## config.mk

```make
export PLATFORM = sky130hd
export DESIGN_NAME = mem_port_arbiter
export DESIGN_NICKNAME = d
export VERILOG_FILES = /design/src/rtl/mem_arb_pkg.sv /design/src/rtl/mem_port_arbiter_rr_pick4.sv /design/src/rtl/mem_port_arbiter.sv
export SDC_FILE = /design/constraint.sdc
export NUM_CORES = 1
export LEC_CHECK = 0
export ABC_CLOCK_PERIOD_IN_PS = 2400
export BUFFER_PORTS_ARGS = -buffer_cell sky130_fd_sc_hd__buf_4
export CAP_MARGIN = 40
export CORE_MARGIN = 2
export CORE_UTILIZATION = 47
export DETAILED_ROUTE_END_ITERATION = 8
export PLACE_DENSITY = 0.75
export SLEW_MARGIN = 20
export SYNTH_ARGS = -nofsm -noshare
export SYNTH_HDL_FRONTEND = slang
export SYNTH_HIERARCHICAL = 1
export SYNTH_SLANG_ARGS = --single-unit
```

## constraint.sdc

```tcl
create_clock -name clk -period 2.4 [get_ports clk]
set_input_delay 0.12 -clock clk [delete_from_list [all_inputs] [get_ports clk]]
set_output_delay 0.12 -clock clk [all_outputs]
set_load 0.1 [all_outputs]
```

## src/rtl/mem_arb_pkg.sv

```systemverilog
// Shared types and constants for the four-way memory port arbiter.
// Requester indices match the select encoding of the port mux.
package mem_arb_pkg;

    localparam int NREQ  = 4;
    localparam int IDX_W = 2;

    typedef enum logic [1:0] {
        ST_IDLE = 2'b00,
        ST_BUSY = 2'b01
    } state_t;

    localparam logic [IDX_W-1:0] REQ_IF  = 2'd0;
    localparam logic [IDX_W-1:0] REQ_DM  = 2'd1;
    localparam logic [IDX_W-1:0] REQ_RF  = 2'd2;
    localparam logic [IDX_W-1:0] REQ_DBG = 2'd3;

    function automatic logic [NREQ-1:0] onehot(input logic [IDX_W-1:0] idx);
        logic [NREQ-1:0] v;
        v      = '0;
        v[idx] = 1'b1;
        return v;
    endfunction

endpackage

```

## src/rtl/mem_port_arbiter_rr_pick4.sv

```systemverilog
// Combinational round-robin winner select: the search starts just after the
// last releaser and wraps, so the releaser itself has lowest priority.
module rr_pick4
    import mem_arb_pkg::*;
(
    input  logic [NREQ-1:0]  req,
    input  logic [IDX_W-1:0] last,
    output logic             valid,
    output logic [IDX_W-1:0] idx
);

    logic [IDX_W-1:0] cand;

    // Walk from lowest to highest priority so the highest set candidate wins.
    always_comb begin
        valid = |req;
        idx   = last;
        cand  = last;
        for (int k = NREQ; k >= 1; k--) begin
            cand = last + IDX_W'(k);
            if (req[cand]) idx = cand;
        end
    end

endmodule

```

## src/rtl/mem_port_arbiter.sv

```systemverilog
// Round-robin owner of the single memory port: one transaction at a time,
// with bounded locked bursts and registered grant/select/done outputs.
module mem_port_arbiter
    import mem_arb_pkg::*;
#(
    parameter int MAX_BURST = 4,
    parameter int CNT_W     = 3
) (
    input  logic             clk,
    input  logic             resetn,
    input  logic [NREQ-1:0]  req,
    input  logic [NREQ-1:0]  lock,
    input  logic             mem_ack,
    output logic             mem_req,
    output logic [IDX_W-1:0] sel,
    output logic [NREQ-1:0]  gnt,
    output logic [NREQ-1:0]  done,
    output logic             busy
);

    state_t           st_q, st_d;
    logic [IDX_W-1:0] owner_q, owner_d;
    logic [IDX_W-1:0] last_q, last_d;
    logic [CNT_W-1:0] cnt_q, cnt_d;
    logic [NREQ-1:0]  done_q, done_d;

    logic             pick_vld;
    logic [IDX_W-1:0] pick_idx;
    logic             burst_more;

    rr_pick4 u_pick (
        .req   (req),
        .last  (last_q),
        .valid (pick_vld),
        .idx   (pick_idx)
    );

    assign burst_more = lock[owner_q] & req[owner_q] &
                        (cnt_q < CNT_W'(MAX_BURST - 1));

    always_ff @(posedge clk or negedge resetn) begin
        if (!resetn) begin
            st_q    <= ST_IDLE;
            owner_q <= REQ_IF;
            last_q  <= REQ_DBG;
            cnt_q   <= '0;
            done_q  <= '0;
        end else begin
            st_q    <= st_d;
            owner_q <= owner_d;
            last_q  <= last_d;
            cnt_q   <= cnt_d;
            done_q  <= done_d;
        end
    end

    always_comb begin
        st_d    = st_q;
        owner_d = owner_q;
        last_d  = last_q;
        cnt_d   = cnt_q;
        done_d  = '0;
        case (st_q)
            ST_IDLE: begin
                if (pick_vld) begin
                    st_d    = ST_BUSY;
                    owner_d = pick_idx;
                    cnt_d   = '0;
                end
            end
            ST_BUSY: begin
                if (mem_ack) begin
                    done_d = onehot(owner_q);
                    // Burst continues straight into the next transaction.
                    if (burst_more) begin
                        cnt_d = cnt_q + 1'b1;
                    end else begin
                        st_d   = ST_IDLE;
                        last_d = owner_q;
                    end
                end
            end
            default: st_d = ST_IDLE;
        endcase
    end

    // Owner register doubles as the mux select so it stays put while idle.
    assign busy    = (st_q == ST_BUSY);
    assign mem_req = busy;
    assign sel     = owner_q;
    assign gnt     = busy ? onehot(owner_q) : '0;
    assign done    = done_q;

endmodule

```

Word-level counts from Yosys, hierarchy flattened
Cells that the tools add are included.
{"block": "classes", "addsub": 4, "n_mul": 0, "div": 0, "n_lt_le_gt_ge": 6, "eq_ne": 5, "shifts": 0, "mux": 26, "n_bitwise": 3, "n_reduce_logical": 8}
{"operator": "2-bit by 3-bit < comparator with 1-bit output (second input constant)", "count": 4}
{"operator": "2-bit 2-to-1 mux", "count": 6}
{"operator": "4-bit 2-to-1 mux", "count": 3}
{"operator": "1-bit binary-select mux with 2-bit select", "count": 5}
{"operator": "3-bit 2-to-1 mux", "count": 3}
{"operator": "1-bit 2-to-1 mux", "count": 6}
{"operator": "2-bit != test (second input constant)", "count": 3}
{"operator": "3-bit one-hot mux with 2 select lines", "count": 1}
{"operator": "3-bit AND reduction", "count": 2}
{"operator": "2-bit adder (second input constant)", "count": 2}
{"operator": "2-bit one-hot mux with 2 select lines", "count": 1}
{"operator": "4-bit AND reduction", "count": 1}
{"operator": "4-bit OR reduction", "count": 1}
{"operator": "3-bit by 1-bit adder with 3-bit output (second input constant)", "count": 1}
{"operator": "3-bit by 2-bit < comparator with 1-bit output (second input constant)", "count": 1}
{"operator": "2-bit by 1-bit adder with 2-bit output (second input constant)", "count": 1}
{"operator": "1-bit bitwise AND", "count": 2}
{"operator": "1-bit demux with 2-bit select", "count": 1}
{"operator": "2-bit by 1-bit equality test with 1-bit output (second input constant)", "count": 1}
{"operator": "2-bit by 1-bit greater-or-equal comparator with 1-bit output (second input constant)", "count": 1}
{"operator": "2-bit logical NOT", "count": 1}
{"operator": "2-bit by 1-bit != test with 1-bit output (second input constant)", "count": 1}
{"operator": "2-bit AND reduction", "count": 1}
{"operator": "2-bit nonzero test", "count": 1}
{"operator": "other kinds (2)", "count": 2}
{"block": "word_totals", "regBits": 13, "latchBits": 0, "ram_bits": 0, "romBits": 0, "in_bits": 11, "output_inout_bits": 12, "elab_cells": 57, "mem_count": 0}

Depth between registers and ports, before layout
Gate-level depths: netlist (run 1).
{"block": "depth", "depth_word": 7, "mapped_depth": 5, "depth_no_buf": 5}

Cells and area by module
Netlist (run 1), hierarchy kept.
{"mod": "mem_port_arbiter", "instances": 1, "cells_per_inst": 57, "area_per_inst_um2": 583.1, "seq_area_each_um2": 302.8}
{"mod": "rr_pick4", "instances": 1, "cells_per_inst": 12, "area_per_inst_um2": 86.3, "seq_area_each_um2": 0.0}

Worst setup path after synthesis (run 1)
No wires, ideal clock.
{"block": "synth_timing", "path_type": "reg2out", "start": "register st_q[0]", "end": "output gnt[0]", "arrival_time_ns": 3.535, "t_required_ns": 2.280, "path_slack_ns": -1.255, "stages_incl_launch_ff": 3, "n_path_buf": 1, "cell_sequence": "dfrtp_1 clkbuf_1 nor3b_1"}
{"block": "synth_between", "elab_chain_cells": 2}
{"item": "start, declared", "line_no": "mem_port_arbiter.sv:21", "rtl": "state_t st_q, st_d;"}
{"item": "start signal, assigned", "line_no": "mem_port_arbiter.sv:49", "rtl": "st_q <= st_d;"}
{"item": "2-bit by 1-bit equality test with 1-bit output", "line_no": "mem_port_arbiter.sv:88", "rtl": "assign busy = (st_q == ST_BUSY);"}
{"item": "4-bit 2-to-1 mux", "line_no": "mem_port_arbiter.sv:91", "rtl": "assign gnt = busy ? onehot(owner_q) : '0;"}
{"item": "end, declared", "line_no": "mem_port_arbiter.sv:16", "rtl": "output logic [NREQ-1:0] gnt,"}
No other way between the ends.

Worst setup path after layout (run 1)
{"block": "layout_timing", "start": "register owner_q[0], in the netlist sel[0]", "end": "register last_q[0]"}
{"block": "layout_between", "elab_chain_cells": 6, "elab_cells_between_ends": 8, "classes_between": "mux: 4; bitwise: 3; reduce/logical: 1"}
{"item": "start, declared", "line_no": "mem_port_arbiter.sv:22", "rtl": "logic [IDX_W-1:0] owner_q, owner_d;"}
{"item": "start signal, assigned", "line_no": "mem_port_arbiter.sv:50", "rtl": "owner_q <= owner_d;"}
{"item": "1-bit binary-select mux with 2-bit select", "line_no": "mem_port_arbiter.sv:38", "rtl": "assign burst_more = lock[owner_q] & req[owner_q] &"}
{"item": "1-bit 2-to-1 mux (not written as such)", "line_no": "mem_port_arbiter.sv:38"}
{"item": "1-bit bitwise AND (2 in a row)", "line_no": "mem_port_arbiter.sv:38"}
{"item": "1-bit NOT (no line)"}
{"item": "3-bit AND reduction (no line)"}
{"item": "end signal, assigned", "line_no": "mem_port_arbiter.sv:51", "rtl": "last_q <= last_d;"}
{"item": "end, declared", "line_no": "mem_port_arbiter.sv:23", "rtl": "logic [IDX_W-1:0] last_q, last_d;"}
Several ways; a longest one is shown, not always the timed one. The select of a mux whose other input is x is not followed.
A chain may end at the register's enable or synchronous reset.

==> results.cfg, run 1 <==
[outcome]
run_status = complete, no violations

[critical_path]
cp.arrival_ps = 2060
cp_startpoint_kind = register
critical_path_buf_inv_count = 1
cp_slowest_cell = mux4_2
timing.setup.critical_path_class = reg2reg
worstPathCellList = inv_2, mux4_2, o21bai_1, mux2_2
worst-path-max-fanout = 7
cp_data_required_time_ps = 2600
critPathTopFamily = multiplexers
timing.critical_path.to_type = register
cp_slowest_stage_delay_ps = 550

[global_route]
number_of_global_route_vias_before_repair = 589
first_pass_grt_wire_length_um = 2520
global_route.usage.total_pct = 19.0
pin_count_of_the_biggest_net_entering_global_routing = 18
grt_antenna_before_repair = 0
grt_overflow_total = 0

[timing]
relSlewSlack_pct = 71.6
fin_skew_ps = 12.4
max_clock_freq_ghz = 0.537
slew_viols_final = 0
worst-slew-pin-transition_ps = 426
final.min_clock_period_ps = 1860
rsz0062_at_grt = no
min_period_over_period_pct = 77.6
hold_ws_ps = 133
finalSetupViolCount = 0
finalHoldViolCount = 0
fin_setup_tns_ps = 0

[clocking]
cts_resized = 0
cts-htree-levels = 1
cts_tree = built
worst_skew_pair.late_latency_ps = 280
cts_root_buffer = clkbuf_4
clock_tree.buffer_depth = 2
cts.sinks = 12
cts_setup_buffers = 0
clkTransAtPathRegs_ps = 70
inserted_clock_buffers = 3
hold_buffers = 1

[detailed_routing]
drt-total-wl_um = 1470
wire_per_inst_um = 13.6
drt-pass1-iter-count = 4
vias = 598
detail_route.drc_violations = 0
vias_per_cell = 5.54
initialDrtViolationCount = 11
ant_nets = 0

[layout]
flow.area_growth_from_synthesis_pct = 33.6
antenna-diode-count = 0
final-instance-count-excl-fill = 108
share_of_final_layout_standard_cells_stronger_than_drive_strength_1_pct = 41.9
layout.nets = 106

[die]
floorplan.die_area_mm2 = 0.00174
die_height_um = 41.7
placeableCoreArea_mm2 = 0.00132
ios = 23
fp.dieW_um = 41.7
fp-row-count = 13
initial_utilization_pct = 50.8

[logic_synthesis]
synthDistinctLibCells = 31
synth_area_leader_cell = dfrtp_1
synth_area_leaders = dfrtp_1 37%, dfstp_2 7.9%, nand2_1 5.6%
yosysSeqAreaShare_pct = 45.2
synth_cells = 69
dominantRegCellSynth = dfrtp_1
count_of_flip_flops_with_a_built_in_enable_after_synthesis = 0
synth_cell_area_um2 = 669
synth-seq-cells = 12
yosysWarnings = 6
syn-mean-instance-area_um2 = 9.70
syn-num-nets = 81
synth_commonest_cells = 10 x dfrtp_1, 10 x nand2_1, 6 x nor2_1
async_flop_share_pct = 100
synth_top_area_share_pct = 37.4

[placement]
placed_cells = 103
gp_congestion = 0.823
buffer_ports.inserted = 22
dpl.hpwl_um = 1100

[worst_hold_path]
min_path_type = in2reg

[job]
drv_cap = 0
area by class of cell:
| type | count | area, um2 |
|---|---|---|
| Clock buffer | 4 | 36.3 |
| Multi-Input combinational cell | 50 | 347 |
| Sequential cell | 12 | 303 |
| Fill cell | 96 | 423 |
| Tap cell | 15 | 18.8 |
| Inverter | 4 | 15.0 |
| Timing Repair Buffer | 23 | 175 |
worst reg2reg max path: cells and delay by family, from the launching register on:
| kind | cells | cell delay (ps) |
|---|---|---|
| mux | 2 | 910 |
| flops | 1 | 450 |
| compound gates | 1 | 270 |
| buf+inv | 1 | 150 |
registers in the layout, summed over array words and instances (netlist names):
signal / flops
cnt_q: 3
done: 4
last_q: 2
sel: 2
st_q: 1
cell families (layout without fill, tap and decap cells):
group | count (synthesis) | in the layout | synth area share, %
compound gates | 16 | 16 | 16.5
flops | 12 | 12 | 45.2
simple gates | 28 | 28 | 21.3
buf+inv | 7 | 31 | 4.49
mux | 5 | 5 | 10.7
fa+ha+maj | 1 | 1 | 1.87
placed cells by master, fill, tap and decap left out, types with 2 or more instances in the layout:
cell type   n
mux2_2      3
a21oi_1     2
nor2_1      6
inv_1       3
nor3_1      3
nand2b_1    2
dfrtp_1    10
nor3b_2     2
o21ai_0     3
dfstp_2     2
nand2_1    10
clkbuf_4    3
o311ai_0    2
buf_4      22
final timing paths:
kind / startpoint / end / slack [ps] / depth (start not counted)
max: sel[0] / last_q[0] / 540 / 4
max reg2reg: sel[0] / last_q[0] / 540 / 4
min reg2reg: cnt_q[2] / cnt_q[2] / 540 / 2
max in group asynchronous: resetn / last_q[0] / 1940 / 2
min in group asynchronous: resetn / cnt_q[0] / 210 / 2
min: mem_ack / done[3] / 130 / 3
through the flow:
stage	setup WS (ps)	util [%]	cell area, um2
finish	539	67.9	895
floorplan	-362	-	679
detailed placement	532	64.4	848
global route	436	67.9	895
CTS	533	67.9	895
global placement	576	64.4	848
metal layers:
metal / part of all wire [%] / wire [um] / GRT usage (%) / vias up
met5: 0 / 0 / 0 / -
met4: 0.75 / 11 / 9.68 / 0
met3: 4.2 / 62 / 3.91 / 2
met2: 51 / 744 / 31.9 / 15
met1: 44 / 650 / 22.7 / 286
li1: - / - / - / 295
Power of run 1 is left out: the tool's default activity adds up to more than one toggle a clock period on the data nets, which glitch-free logic cannot reach.
==> run 2: changes to the inputs <==
--- a/config.mk
+++ b/config.mk
@@ -5,7 +5,7 @@
 export SDC_FILE = /design/constraint.sdc
 export NUM_CORES = 1
 export LEC_CHECK = 0
-export ABC_CLOCK_PERIOD_IN_PS = 2400
+export ABC_CLOCK_PERIOD_IN_PS = 1900
 export BUFFER_PORTS_ARGS = -buffer_cell sky130_fd_sc_hd__buf_4
 export CAP_MARGIN = 40
 export CORE_MARGIN = 2
==> constraint.sdc (replaced) <==
create_clock -name clk -period 1.9 [get_ports clk]
set_input_delay 0.095 -clock clk [delete_from_list [all_inputs] [get_ports clk]]
set_output_delay 0.095 -clock clk [all_outputs]
set_load 0.1 [all_outputs]
==> run 2 against run 1 <==
Against the previous run: sequential cell count unchanged; non-clock buffer count is 1 higher; clock skew decreased by 6.8 ps; first-iteration DRC count up 45%.
==> results.cfg, run 2 (same netlist as run 1, synthesis figures left out) <==
[layout]
flow.area_growth_from_synthesis_pct = 40.4
layout.nets = 107
largest_register_ffs = 4
leading_cell_types_in_the_layout_fill_and_taps_excluded = 23 x buf_4, 10 x nand2_1, 7 x dfrtp_1
share_of_final_layout_standard_cells_stronger_than_drive_strength_1_pct = 47.9
antenna-diode-count = 0
layout_commonest_cell = buf_4

[outcome]
run_status = complete, no violations

[critical_path]
cp.arrival_ps = 1940
critPathTopFamily = multiplexers
cp_startpoint_kind = register
worst-path-max-fanout = 6
worstPathCellList = inv_6, mux4_2, o311ai_0, o221ai_1
cp_slowest_cell = mux4_2
cp_data_required_time_ps = 2030
cp.depth = 4
timing.setup.critical_path_class = reg2reg
critical_path_buf_inv_count = 1
worst-r2r-cell-count = 4
cp_slowest_stage_delay_ps = 540
timing.critical_path.to_type = register

[timing]
relSlewSlack_pct = 78.1
rsz0062_at_grt = no
finalSetupViolCount = 0
final_critical_path_setup_slack_ps = 91.8
worst-slew-pin-transition_ps = 325
fin_skew_ps = 5.58
min_period_over_period_pct = 95.2
finalHoldViolCount = 0
slew_viols_final = 0
final.min_clock_period_ps = 1810
max_clock_freq_ghz = 0.553

[placement]
buffer_ports.inserted = 22
gp_congestion = 0.802
dp_worst_setup_slack_ps = 56.9
dpl.hpwl_um = 1070

[global_route]
grt_antenna_before_repair = 0
grt_overflow_total = 0
global_route.usage.total_pct = 19.3
first_pass_grt_wire_length_um = 2550
pin_count_of_the_biggest_net_entering_global_routing = 18
number_of_global_route_vias_before_repair = 591

[clocking]
cts-htree-levels = 1
cts.sinks = 12
worst_skew_pair.late_latency_ps = 270
clkTransAtPathRegs_ps = 70
cts_tree = built
clock_tree.buffer_depth = 2
inserted_clock_buffers = 3
cts_root_buffer = clkbuf_4

[detailed_routing]
ant_nets = 0
vias = 589
vias_per_cell = 5.40
initialDrtViolationCount = 16
drt-pass1-iter-count = 4
wire_per_inst_um = 12.9
drt-total-wl_um = 1410
detail_route.drc_violations = 0

[die]
floorplan.die_area_mm2 = 0.00174
fp.dieW_um = 41.7
placeableCoreArea_mm2 = 0.00132
initial_utilization_pct = 50.8
fp-row-count = 13
die_height_um = 41.7
ios = 23

[worst_hold_path]
min_path_cells = 3
min_path_type = in2reg

[job]
drv_cap = 0
run 2: cell count changes in the layout (fill, tap and decap cells not counted):
| cell | previous run | this run |
|---|---|---|
| o21bai_2 | 0 | 1 |
| clkbuf_8 | 1 | 0 |
| clkbuf_1 | 0 | 1 |
| nor2_1 | 6 | 4 |
| o21bai_1 | 1 | 0 |
| nor3b_2 | 2 | 0 |
| nor2_4 | 0 | 2 |
| inv_6 | 0 | 1 |
| dfrtp_1 | 10 | 7 |
| inv_2 | 1 | 0 |
| nor3b_4 | 0 | 2 |
| dfrtp_4 | 0 | 3 |
| buf_4 | 22 | 23 |
run 2: worst paths after layout:
| path | from | end | slack, ps |
|---|---|---|---|
| max reg2reg | sel[0] | cnt_q[0] | 90 |
| min in group asynchronous | resetn | cnt_q[2] | 200 |
| min | mem_ack | done[0] | 110 |
| max | sel[0] | cnt_q[0] | 90 |
| max in group asynchronous | resetn | last_q[0] | 1470 |
| min reg2reg | cnt_q[2] | cnt_q[2] | 520 |
run 2: timing repair:
item | in CTS | in global routing
endpoints found under the hold margin | 12 | 0
resized for setup | 0 | 0
setup buffers | 0 | 0
hold buffers | 1 | 0
run 2: tightest hold or removal path: stages:
cell	delay, ps
buf_4	120
nand2_1	90
nor3_1	50
run 2: final cells by class:
| cell class | count | area (um2) |
|---|---|---|
| well taps | 15 | 18.8 |
| inverters | 4 | 20.0 |
| clock buffers | 4 | 26.3 |
| flip-flops and latches | 12 | 314 |
| repair buffers | 24 | 183 |
| multi-input cells | 50 | 378 |
| fillers | 105 | 378 |
run 2: through the flow:
step	TNS, ps	hold slack [ps]	cells	area [um2]	util, %
6_report	0	114	109	940	71.3
3_3_place_gp	0	-60.4	104	903	68.6
5_1_grt	0	116	109	940	71.3
3_5_place_dp	0	-57.9	104	903	68.6
4_1_cts	0	106	109	940	71.3
2_1_floorplan	-186	-201	69	729	-
run 2: routing by layer:
metal  GRT usage [%]  part of all wire [%]  vias up
met5               0                     0        -
met2            30.9                    49       14
met3            8.26                   5.0        0
li1                -                     -      300
met4            3.87                     0        0
met1            24.4                    45      275
Power of run 2 is left out for the same reason.
